`config.mk`:
```
export PLATFORM = sky130hd
export DESIGN_NAME = sm4_dec_core_flat
export DESIGN_NICKNAME = d
export VERILOG_FILES = /design/src/rtl/sm4_pkg.sv /design/src/rtl/sm4_dec_core_if.sv /design/src/rtl/sm4_sbox.sv /design/src/rtl/sm4_dec_core.sv /design/src/flat_wrapper.sv
export SDC_FILE = /design/constraint.sdc
export NUM_CORES = 2
export LEC_CHECK = 0
export BUFFER_PORTS_ARGS = -buffer_cell sky130_fd_sc_hd__buf_2
export CAP_MARGIN = 5
export CORE_ASPECT_RATIO = 0.5
export CORE_MARGIN = 1.5
export CORE_UTILIZATION = 30
export DETAILED_ROUTE_END_ITERATION = 7
export PLACE_DENSITY = 0.5
export SLEW_MARGIN = 0
export SYNTH_ARGS = -nofsm -noshare
export SYNTH_HDL_FRONTEND = slang
export SYNTH_SLANG_ARGS = --single-unit
```
`constraint.sdc`:
```
create_clock -name clk -period 7.9 [get_ports clk]
set_clock_uncertainty 0.05 [all_clocks]
set_input_delay 0.395 -clock clk [delete_from_list [all_inputs] [get_ports clk]]
set_output_delay 0.395 -clock clk [all_outputs]
set_load 0.1 [all_outputs]
```
`src/rtl/sm4_pkg.sv`:
```
// Shared SM4 constants, FSM state encoding and a rotate helper.
package sm4_pkg;

  typedef enum logic [1:0] {
    IDLE  = 2'd0,
    KEXP  = 2'd1,
    ROUND = 2'd2,
    DONE  = 2'd3
  } state_e;

  localparam logic [31:0] FK [4] = '{
    32'ha3b1bac6, 32'h56aa3350, 32'h677d9197, 32'hb27022dc
  };

  localparam logic [31:0] CK [32] = '{
    32'h00070e15, 32'h1c232a31, 32'h383f464d, 32'h545b6269,
    32'h70777e85, 32'h8c939aa1, 32'ha8afb6bd, 32'hc4cbd2d9,
    32'he0e7eef5, 32'hfc030a11, 32'h181f262d, 32'h343b4249,
    32'h50575e65, 32'h6c737a81, 32'h888f969d, 32'ha4abb2b9,
    32'hc0c7ced5, 32'hdce3eaf1, 32'hf8ff060d, 32'h141b2229,
    32'h30373e45, 32'h4c535a61, 32'h686f767d, 32'h848b9299,
    32'ha0a7aeb5, 32'hbcc3cad1, 32'hd8dfe6ed, 32'hf4fb0209,
    32'h10171e25, 32'h2c333a41, 32'h484f565d, 32'h646b7279
  };

  function automatic logic [31:0] rotl32(input logic [31:0] b, input int unsigned n);
    return (b << n) | (b >> (32 - n));
  endfunction

endpackage

```
`src/rtl/sm4_dec_core_if.sv`:
```
// Block-in / block-out handshake bundle of the SM4 decryption core.
interface sm4_dec_core_if;
  logic         din_valid;
  logic         din_ready;
  logic [127:0] key;
  logic [127:0] din;
  logic         dout_valid;
  logic         dout_ready;
  logic [127:0] dout;
  logic         busy;

  modport master (
    output din_valid, key, din, dout_ready,
    input  din_ready, dout_valid, dout, busy
  );

  modport slave (
    input  din_valid, key, din, dout_ready,
    output din_ready, dout_valid, dout, busy
  );
endinterface

```
`src/rtl/sm4_sbox.sv`:
```
// SM4 8-bit S-box, pure combinational lookup.
module sm4_sbox (
  input  logic [7:0] a_i,
  output logic [7:0] b_o
);
  localparam logic [7:0] SBOX [256] = '{
    8'hd6,8'h90,8'he9,8'hfe,8'hcc,8'he1,8'h3d,8'hb7,8'h16,8'hb6,8'h14,8'hc2,8'h28,8'hfb,8'h2c,8'h05,
    8'h2b,8'h67,8'h9a,8'h76,8'h2a,8'hbe,8'h04,8'hc3,8'haa,8'h44,8'h13,8'h26,8'h49,8'h86,8'h06,8'h99,
    8'h9c,8'h42,8'h50,8'hf4,8'h91,8'hef,8'h98,8'h7a,8'h33,8'h54,8'h0b,8'h43,8'hed,8'hcf,8'hac,8'h62,
    8'he4,8'hb3,8'h1c,8'ha9,8'hc9,8'h08,8'he8,8'h95,8'h80,8'hdf,8'h94,8'hfa,8'h75,8'h8f,8'h3f,8'ha6,
    8'h47,8'h07,8'ha7,8'hfc,8'hf3,8'h73,8'h17,8'hba,8'h83,8'h59,8'h3c,8'h19,8'he6,8'h85,8'h4f,8'ha8,
    8'h68,8'h6b,8'h81,8'hb2,8'h71,8'h64,8'hda,8'h8b,8'hf8,8'heb,8'h0f,8'h4b,8'h70,8'h56,8'h9d,8'h35,
    8'h1e,8'h24,8'h0e,8'h5e,8'h63,8'h58,8'hd1,8'ha2,8'h25,8'h22,8'h7c,8'h3b,8'h01,8'h21,8'h78,8'h87,
    8'hd4,8'h00,8'h46,8'h57,8'h9f,8'hd3,8'h27,8'h52,8'h4c,8'h36,8'h02,8'he7,8'ha0,8'hc4,8'hc8,8'h9e,
    8'hea,8'hbf,8'h8a,8'hd2,8'h40,8'hc7,8'h38,8'hb5,8'ha3,8'hf7,8'hf2,8'hce,8'hf9,8'h61,8'h15,8'ha1,
    8'he0,8'hae,8'h5d,8'ha4,8'h9b,8'h34,8'h1a,8'h55,8'had,8'h93,8'h32,8'h30,8'hf5,8'h8c,8'hb1,8'he3,
    8'h1d,8'hf6,8'he2,8'h2e,8'h82,8'h66,8'hca,8'h60,8'hc0,8'h29,8'h23,8'hab,8'h0d,8'h53,8'h4e,8'h6f,
    8'hd5,8'hdb,8'h37,8'h45,8'hde,8'hfd,8'h8e,8'h2f,8'h03,8'hff,8'h6a,8'h72,8'h6d,8'h6c,8'h5b,8'h51,
    8'h8d,8'h1b,8'haf,8'h92,8'hbb,8'hdd,8'hbc,8'h7f,8'h11,8'hd9,8'h5c,8'h41,8'h1f,8'h10,8'h5a,8'hd8,
    8'h0a,8'hc1,8'h31,8'h88,8'ha5,8'hcd,8'h7b,8'hbd,8'h2d,8'h74,8'hd0,8'h12,8'hb8,8'he5,8'hb4,8'hb0,
    8'h89,8'h69,8'h97,8'h4a,8'h0c,8'h96,8'h77,8'h7e,8'h65,8'hb9,8'hf1,8'h09,8'hc5,8'h6e,8'hc6,8'h84,
    8'h18,8'hf0,8'h7d,8'hec,8'h3a,8'hdc,8'h4d,8'h20,8'h79,8'hee,8'h5f,8'h3e,8'hd7,8'hcb,8'h39,8'h48
  };

  assign b_o = SBOX[a_i];
endmodule

```
`src/rtl/sm4_dec_core.sv`:
```
// Iterative SM4 block decryptor: 32-cycle key expansion (skipped on a
// cached key), 32 decryption rounds, result held until consumed.
module sm4_dec_core #(
  parameter bit KEY_CACHE = 1'b1
) (
  input  logic           clk,
  input  logic           rst_n,
  sm4_dec_core_if.slave  bus
);
  import sm4_pkg::*;

  state_e       state_q, state_d;
  logic [4:0]   cnt_q, cnt_d;
  logic         cache_valid_q, cache_valid_d;
  logic         dout_valid_q, dout_valid_d;
  logic         din_ready_q, busy_q;
  logic [127:0] dout_q;

  logic [127:0] key_q;
  logic [31:0]  x_q [4];
  logic [31:0]  k_q [4];
  logic [31:0]  rk_q [32];

  logic         accept, hit, last;
  logic [31:0]  rin, rtau, x_new;
  logic [31:0]  kin, ktau, rk_new;

  function automatic logic [31:0] l_round(input logic [31:0] b);
    return b ^ rotl32(b, 2) ^ rotl32(b, 10) ^ rotl32(b, 18) ^ rotl32(b, 24);
  endfunction

  function automatic logic [31:0] l_key(input logic [31:0] b);
    return b ^ rotl32(b, 13) ^ rotl32(b, 23);
  endfunction

  assign accept = bus.din_valid & din_ready_q;
  assign hit    = KEY_CACHE && cache_valid_q && (bus.key == key_q);
  assign last   = (cnt_q == 5'd31);

  // Decryption consumes round keys in reverse order.
  assign rin    = x_q[1] ^ x_q[2] ^ x_q[3] ^ rk_q[~cnt_q];
  assign x_new  = x_q[0] ^ l_round(rtau);
  assign kin    = k_q[1] ^ k_q[2] ^ k_q[3] ^ CK[cnt_q];
  assign rk_new = k_q[0] ^ l_key(ktau);

  for (genvar g = 0; g < 4; g++) begin : g_sbox
    sm4_sbox u_round_sbox (.a_i(rin[8*g +: 8]), .b_o(rtau[8*g +: 8]));
    sm4_sbox u_key_sbox   (.a_i(kin[8*g +: 8]), .b_o(ktau[8*g +: 8]));
  end

  // Next-state, counter and control-flag decode.
  always_comb begin
    state_d       = state_q;
    cnt_d         = cnt_q;
    cache_valid_d = cache_valid_q;
    dout_valid_d  = dout_valid_q;
    case (state_q)
      IDLE: begin
        cnt_d = 5'd0;
        if (accept) begin
          if (hit) begin
            state_d = ROUND;
          end else begin
            state_d       = KEXP;
            cache_valid_d = 1'b0;
          end
        end
      end
      KEXP: begin
        cnt_d = cnt_q + 5'd1;
        if (last) begin
          state_d       = ROUND;
          cache_valid_d = 1'b1;
        end
      end
      ROUND: begin
        cnt_d = cnt_q + 5'd1;
        if (last) begin
          state_d      = DONE;
          dout_valid_d = 1'b1;
        end
      end
      DONE: begin
        if (bus.dout_ready) begin
          state_d      = IDLE;
          dout_valid_d = 1'b0;
        end
      end
      default: state_d = IDLE;
    endcase
  end

  // Control registers; ready/busy are registered from the next state.
  always_ff @(posedge clk or negedge rst_n) begin
    if (!rst_n) begin
      state_q       <= IDLE;
      cnt_q         <= 5'd0;
      cache_valid_q <= 1'b0;
      dout_valid_q  <= 1'b0;
      din_ready_q   <= 1'b0;
      busy_q        <= 1'b0;
    end else begin
      state_q       <= state_d;
      cnt_q         <= cnt_d;
      cache_valid_q <= cache_valid_d;
      dout_valid_q  <= dout_valid_d;
      din_ready_q   <= (state_d == IDLE);
      busy_q        <= (state_d != IDLE);
    end
  end

  // Plaintext register, loaded with {X35,X34,X33,X32} on the last round.
  always_ff @(posedge clk or negedge rst_n) begin
    if (!rst_n) begin
      dout_q <= '0;
    end else if (state_q == ROUND && last) begin
      dout_q <= {x_new, x_q[3], x_q[2], x_q[1]};
    end
  end

  // Datapath: block/key capture, key schedule and round shift registers.
  always_ff @(posedge clk) begin
    if (accept) begin
      key_q <= bus.key;
      for (int i = 0; i < 4; i++) begin
        x_q[i] <= bus.din[127-32*i -: 32];
        k_q[i] <= bus.key[127-32*i -: 32] ^ FK[i];
      end
    end else if (state_q == KEXP) begin
      rk_q[cnt_q] <= rk_new;
      k_q[0]      <= k_q[1];
      k_q[1]      <= k_q[2];
      k_q[2]      <= k_q[3];
      k_q[3]      <= rk_new;
    end else if (state_q == ROUND) begin
      x_q[0] <= x_q[1];
      x_q[1] <= x_q[2];
      x_q[2] <= x_q[3];
      x_q[3] <= x_new;
    end
  end

  assign bus.din_ready  = din_ready_q;
  assign bus.dout_valid = dout_valid_q;
  assign bus.dout       = dout_q;
  assign bus.busy       = busy_q;

endmodule
```
`src/flat_wrapper.sv`:
```
// flat-port wrapper written by rule: the top's interface ports become plain ports
module sm4_dec_core_flat import sm4_pkg::*;
#(
  parameter bit KEY_CACHE = 1'b1
)
  (clk, rst_n, bus_din_valid, bus_key, bus_din, bus_dout_ready, bus_din_ready, bus_dout_valid, bus_dout, bus_busy);
  sm4_dec_core_if bus_i ();
  input  logic clk;
  input  logic rst_n;
  input wire logic [$bits(bus_i.din_valid)-1:0] bus_din_valid;
  input wire logic [$bits(bus_i.key)-1:0] bus_key;
  input wire logic [$bits(bus_i.din)-1:0] bus_din;
  input wire logic [$bits(bus_i.dout_ready)-1:0] bus_dout_ready;
  output wire logic [$bits(bus_i.din_ready)-1:0] bus_din_ready;
  output wire logic [$bits(bus_i.dout_valid)-1:0] bus_dout_valid;
  output wire logic [$bits(bus_i.dout)-1:0] bus_dout;
  output wire logic [$bits(bus_i.busy)-1:0] bus_busy;
  assign bus_i.din_valid = bus_din_valid;
  assign bus_i.key = bus_key;
  assign bus_i.din = bus_din;
  assign bus_i.dout_ready = bus_dout_ready;
  assign bus_din_ready = bus_i.din_ready;
  assign bus_dout_valid = bus_i.dout_valid;
  assign bus_dout = bus_i.dout;
  assign bus_busy = bus_i.busy;
  sm4_dec_core #(.KEY_CACHE(KEY_CACHE)) u_core (.clk(clk), .rst_n(rst_n), .bus(bus_i));
endmodule
```
# [Word level (Yosys, flattened, before mapping)]
# Memory sizes are Yosys's and may differ from the RTL's.
# Index checks and enable logic that the tools add are counted.
[totals] register_bits=267 ramBits=1280 romBits=17408 in_bits=260 output_inout_bits=131 elab_cells=142 n_memories=12
[classes] add_sub_neg=1 magnitude_cmp=9 n_eq_ne=10 muxes=48 bitwise=43 n_reduce_logical=11
[mem_list] name="(name not given)" depth=256 word_bits=8 read_ports=1 rd_clocked_by_memory_dff=0 write_ports=0 line="sm4_sbox.sv:25" source="assign b_o = SBOX[a_i];"
[mem_list] name="(name not given)" depth=256 word_bits=8 read_ports=1 rd_clocked_by_memory_dff=0 write_ports=0 line="sm4_sbox.sv:25"
[mem_list] name="(name not given)" depth=256 word_bits=8 read_ports=1 rd_clocked_by_memory_dff=0 write_ports=0 line="sm4_sbox.sv:25"
[mem_list] name="(name not given)" depth=256 word_bits=8 read_ports=1 rd_clocked_by_memory_dff=0 write_ports=0 line="sm4_sbox.sv:25"
[mem_list] name="(name not given)" depth=256 word_bits=8 read_ports=1 rd_clocked_by_memory_dff=0 write_ports=0 line="sm4_sbox.sv:25"
[mem_list] name="(name not given)" depth=256 word_bits=8 read_ports=1 rd_clocked_by_memory_dff=0 write_ports=0 line="sm4_sbox.sv:25"
[mem_list] name="6 more memories"
[ops] cell="32-bit XOR" count=14
[ops] cell="32-bit two-way mux" count=10
[ops] cell="128-bit equality test" count=1
[ops] cell="8-bit two-way mux" count=16
[ops] cell="9-bit >= comparator, second input constant" count=8
[ops] cell="8-bit NOT with 9-bit output" count=8
[ops] cell="32-bit by 10-bit OR with 32-bit output" count=1
[ops] cell="32-bit by 13-bit OR with 32-bit output" count=1
[ops] cell="32-bit by 18-bit OR with 32-bit output" count=1
[ops] cell="32-bit by 2-bit OR with 32-bit output" count=1
[ops] cell="32-bit by 23-bit OR with 32-bit output" count=1
[ops] cell="32-bit by 24-bit OR with 32-bit output" count=1
[ops] cell="14-bit NOT" count=2
[ops] cell="19-bit NOT" count=1
[ops] cell="17-bit NOT" count=1
[ops] cell="1-bit two-way mux" count=13
[ops] cell="2-bit two-way mux" count=5
[ops] cell="5-bit case mux with 2 select lines" count=1
[ops] cell="1-bit OR" count=8
[ops] cell="2-bit case mux with 4 select lines" count=1
[ops] cell="2-bit nonzero test" count=4
[ops] cell="6-bit >= comparator, second input constant" count=1
[ops] cell="2-bit by 1-bit != test with 1-bit output, second input constant" count=3
[ops] cell="5-bit NOT with 6-bit output" count=1
[ops] cell="other kinds (13)" count=18

# [Longest topological paths before layout]
[depth] word_depth=14 mapped_depth=27 depth_no_buf=18

# [Hierarchy]
# From an unflattened synthesis, not the netlist that was laid out.
[hier_totals] cells_unflattened=7741 hier_area_um2=89467.1
[by_module_without_submodules] module="sm4_dec_core" n_inst=1 cells_per_inst=3501 area_per_inst_um2=64142.8 seq_area_each_um2=45758.9
[by_module_without_submodules] module="sm4_sbox" n_inst=8 cells_per_inst=530 area_per_inst_um2=3165.5 seq_area_each_um2=0.0

# [Worst setup path after synthesis]
# OpenSTA, ideal clock, no wires.
[synth_timing] path_kind="reg2reg" from="register u_core.din_ready_q, in the netlist u_core.bus.din_ready" to="memory u_core.rk_q[23][0], enable pin" setup_time_ns=0.461 t_arrival_ns=6.138 required_ns=7.389 setup_slack_ns=1.252 path_stages_with_launch=7 n_path_buf=1 synth_period_minus_slack_ns=6.648 cell_sequence="dfrtp_1 -> nand2_1 -> inv_1 -> nor2_1 -> clkbuf_1 -> nand2_1 -> nor3_1"
[synth_between] elab_chain_cells=3
[synth_rtl] element="start, declared" line="sm4_dec_core.sv:16" source="logic din_ready_q, busy_q;"
[synth_rtl] element="start signal, assigned" line="sm4_dec_core.sv:107" source="din_ready_q <= (state_d == IDLE);"
[synth_rtl] element="1-bit bitwise AND" line="sm4_dec_core.sv:36" source="assign accept = bus.din_valid & din_ready_q;"
[synth_rtl] element="net u_core.accept" line="sm4_dec_core.sv:24" source="logic accept, hit, last;"
[synth_rtl] element="1-bit two-way mux" line="sm4_dec_core.sv:123" source="if (accept) begin"
[synth_rtl] element="1-bit two-way mux (implied by the code)" line="sm4_dec_core.sv:130" source="rk_q[cnt_q] <= rk_new;"
[synth_rtl] element="end, declared" line="sm4_dec_core.sv:22" source="logic [31:0] rk_q [32];"
# The timed path passes the listed nets, and every way through them passes these cells.

==> qor.csv <==
metric,value,unit
cts_tree,built,
ios,391,
slowest_stage,dfrtp_1,
drt_pass1_iterations,7,
worstMarginPinSlew,1.19,ns
synth_edf_count,1408,
synth_top_family_by_area,compound AO/OA/AOI/OAI gates,
final_hold_viol_count,0,
synthTopCellsByCount,"edfxtp_1, nand2_1, o21ai_0",
grt_pass1_wl,569,mm
syn_nets,8868,
crit_chain,nand2b_4 > buf_4 > o22ai_1 > o21ai_0 > nand4_1 > xor2_2 > buf_4 > inv_1 > ha_1 > or2_2 > nor2_1 > nor3_1 > a2111oi_0 > o21ai_0 > o211ai_1 > xnor2_1 > xnor2_1 > xnor2_1 > o21ai_0,
crit_path_max_fanout,32,
drt_iter0_markers,10600,
grt_setup_unrepaired,no,
postCtsSetupBuffers,0,
finalSetupTns,0,ns
clock-sinks,1547,
grt_start_max_net_pins,150,
crit_buf_inv,3,
htreeDepth,4,
initial_utilization,30.1,%
status,finished clean,
synth_top_area_share,46.3,%
ys_ff_latch,1547,
gp_congestion,1.01,
min_period,7.30,ns
coreArea,0.303,mm2
final_cell_area,0.107,mm2
num_rows,143,
ant_nets,0,
synth_compound_area_share,17.9,%
netlist_top_cells_area,"edfxtp_1, mux2i_1, dfrtp_1, o21ai_0, nand2_1",
relSlewSlack,20.8,%
hold_class,in -> reg,
root_buffer,clkbuf_16,
crit_required,8.36,ns
wl,404,mm
synth-main-ff-cell,edfxtp_1,
path_clk_slew,0.07,ns
fmax,137,MHz
setup_viol,0,
setup.worst_path.end_class,register,
die_y,393,um
syn_area_per_cell,10.8,um2
syn_area,0.0914,mm2
ys_warn_count,0,
synth_seq_area_share,50.1,%
vias_per_cell,5.90,
drive_gt1_share,17.2,%
portBuffers,390,
grt_usage,25.1,%
die_w,784,um
cap_violations,0,
async_reset_ff_share,8.99,%
nNetsFinal,9385,
clock_latency,0.89,ns
synthMostInstantiatedCell,edfxtp_1,
grt_antenna_before_repair,30,
syn_inst,8431,
gr-total-overflow,0,
cp-start-kind,register,
critPathKind,reg -> reg,
cpPeakStageDelay,0.68,ns
period_share,92.4,%
dieArea,0.308,mm2
wire_per_inst,30.8,um
cts_made_buffers,163,
syn2layout_area_growth,17.3,%
yosys.area_share.adder,2.47,%
first_global_vias,74600,
crit_family,compound AO/OA/AOI/OAI gates,
synth-xor-area-share,5.22,%
nFillCells,30500,
post-dp-hpwl,274,mm
report.final.slew_viol_count,0,
route.vias.total,77400,
yosysUniqueCellTypes,110,
place_area,0.0995,mm2
route.detailed.drc,0,
yosys.area_share.simple,9.76,%
cts.path.max_buffers,4,
yosysTopAreaCell,edfxtp_1,
worstPathArrival,7.76,ns
synth_mux_area_share,9.95,%
==> through the flow <==
step	std cells	util, %	worst slack (ns)	hold WS [ns]
after floorplan	8431	-	1.25	0.0494
after detailed placement	12600	32.8	0.705	0.418
after global routing	13100	35.3	0.262	0.00712
final	13100	35.3	0.598	0.00965
after CTS	13100	35.3	0.659	0.00178
after global placement	12600	32.8	0.672	0.410
==> placed cells by master (no fill, tap or decap), types with 26 or more instances in the layout <==
| master | netlist | final |
|---|---|---|
| o2111ai_1 | 26 | 26 |
| nand2_1 | 825 | 819 |
| nor4_1 | 35 | 33 |
| dfrtp_1 | 139 | 137 |
| dlygate4sd3_1 | 0 | 251 |
| clkinv_2 | 0 | 27 |
| o22ai_1 | 314 | 314 |
| a31oi_1 | 81 | 81 |
| edfxtp_1 | 1408 | 1408 |
| buf_4 | 53 | 387 |
| inv_1 | 131 | 129 |
| ha_1 | 171 | 171 |
| nor2_1 | 604 | 581 |
| o21ai_1 | 32 | 32 |
| mux2_2 | 207 | 207 |
| a311oi_1 | 58 | 58 |
| xnor2_1 | 324 | 257 |
| o211ai_1 | 131 | 131 |
| a2111oi_0 | 34 | 34 |
| nand3_1 | 119 | 119 |
| clkbuf_16 | 0 | 166 |
| a221oi_1 | 73 | 73 |
| mux2i_1 | 491 | 491 |
| buf_2 | 154 | 389 |
| buf_12 | 0 | 28 |
| clkinv_1 | 8 | 29 |
| xor2_1 | 166 | 144 |
| mux4_2 | 82 | 82 |
| nor3_1 | 250 | 247 |
| a22oi_1 | 45 | 45 |
| o311ai_0 | 85 | 85 |
| a21oi_1 | 475 | 475 |
| xnor2_2 | 12 | 71 |
| a211oi_1 | 112 | 112 |
| o221ai_1 | 50 | 50 |
| o21ai_0 | 634 | 634 |
| o31ai_1 | 51 | 51 |
| nand4_1 | 58 | 58 |
==> layout make-up <==
cell class	count	area (um2)	area share, %
diodes	6	15.0	0.0140
clock buffers	196	4330	4.03
clock inverters	88	885	0.825
inverters	152	576	0.537
multi-input cells	6028	42600	39.8
flip-flops and latches	1547	45800	42.7
well taps	4060	5080	4.74
repair buffers	1056	7940	7.40
==> timing repair <==
item	in CTS	in global routing
endpoints found under the hold margin	419	1
hold buffers	250	1
setup endpoints to repair	0	0
gates resized for setup	0	0
==> state kept, by name, indices dropped and copies added (netlist names), 2 cells and up <==
name             count
u_core.x_q         128
u_core.key_q       128
u_core.rk_q       1024
u_core.k_q         128
u_core.state_q       2
u_core.bus.dout    128
u_core.cnt_q         5
==> cell families (layout without fill, tap and decap cells) <==
family                     count (synthesis)  after routing
other                                      0              6
buffers and inverters                    856           1492
xor gates and xnor gates                 516            516
and+or+nand+nor                         2051           2051
muxes                                    780            780
AOI/OAI and AO/OA                       2504           2504
DFF                                     1547           1547
adders and majority gates                177            177
==> final timing paths <==
path	cells after the start	from	to	slack, ns
worst max-delay path	19	u_core.cnt_q[1]	u_core.x_q[0][121]	0.60
worst min-delay path	3	bus_din[2]	u_core.x_q[0][98]	0.01
worst max register to register	19	u_core.cnt_q[1]	u_core.x_q[0][121]	0.60
worst min register to register	2	u_core.bus.dout[96]	u_core.bus.dout[96]	0.43
max in group asynchronous	4	rst_n	u_core.bus.dout[32]	5.81
min in group asynchronous	2	rst_n	u_core.bus.dout[59]	0.08
==> worst reg2reg max path, cell delays in order (launching register included) <==
cell and delay, ns:
dfrtp_1 0.68, nand2b_4 0.52, buf_4 0.52, o22ai_1 0.14, o21ai_0 0.45, nand4_1 0.40
xor2_2 0.25, buf_4 0.26, inv_1 0.11, ha_1 0.34, or2_2 0.41, nor2_1 0.41
nor3_1 0.11, a2111oi_0 0.54, o21ai_0 0.17, o211ai_1 0.52, xnor2_1 0.31, xnor2_1 0.21
xnor2_1 0.45, o21ai_0 0.14
==> metal layers <==
metal	share of wire, %	track usage (%)	routed length, um	vias up
met1	40	32.9	163000	38900
met5	0.032	0	128	-
li1	-	-	-	33300
met4	5.6	11.6	22800	18
met2	47	41.1	188000	4228
met3	7.5	3.68	30200	965
Power is left out: the tool's default activity adds up to more than one toggle a clock period on the data nets, which glitch-free logic cannot reach.
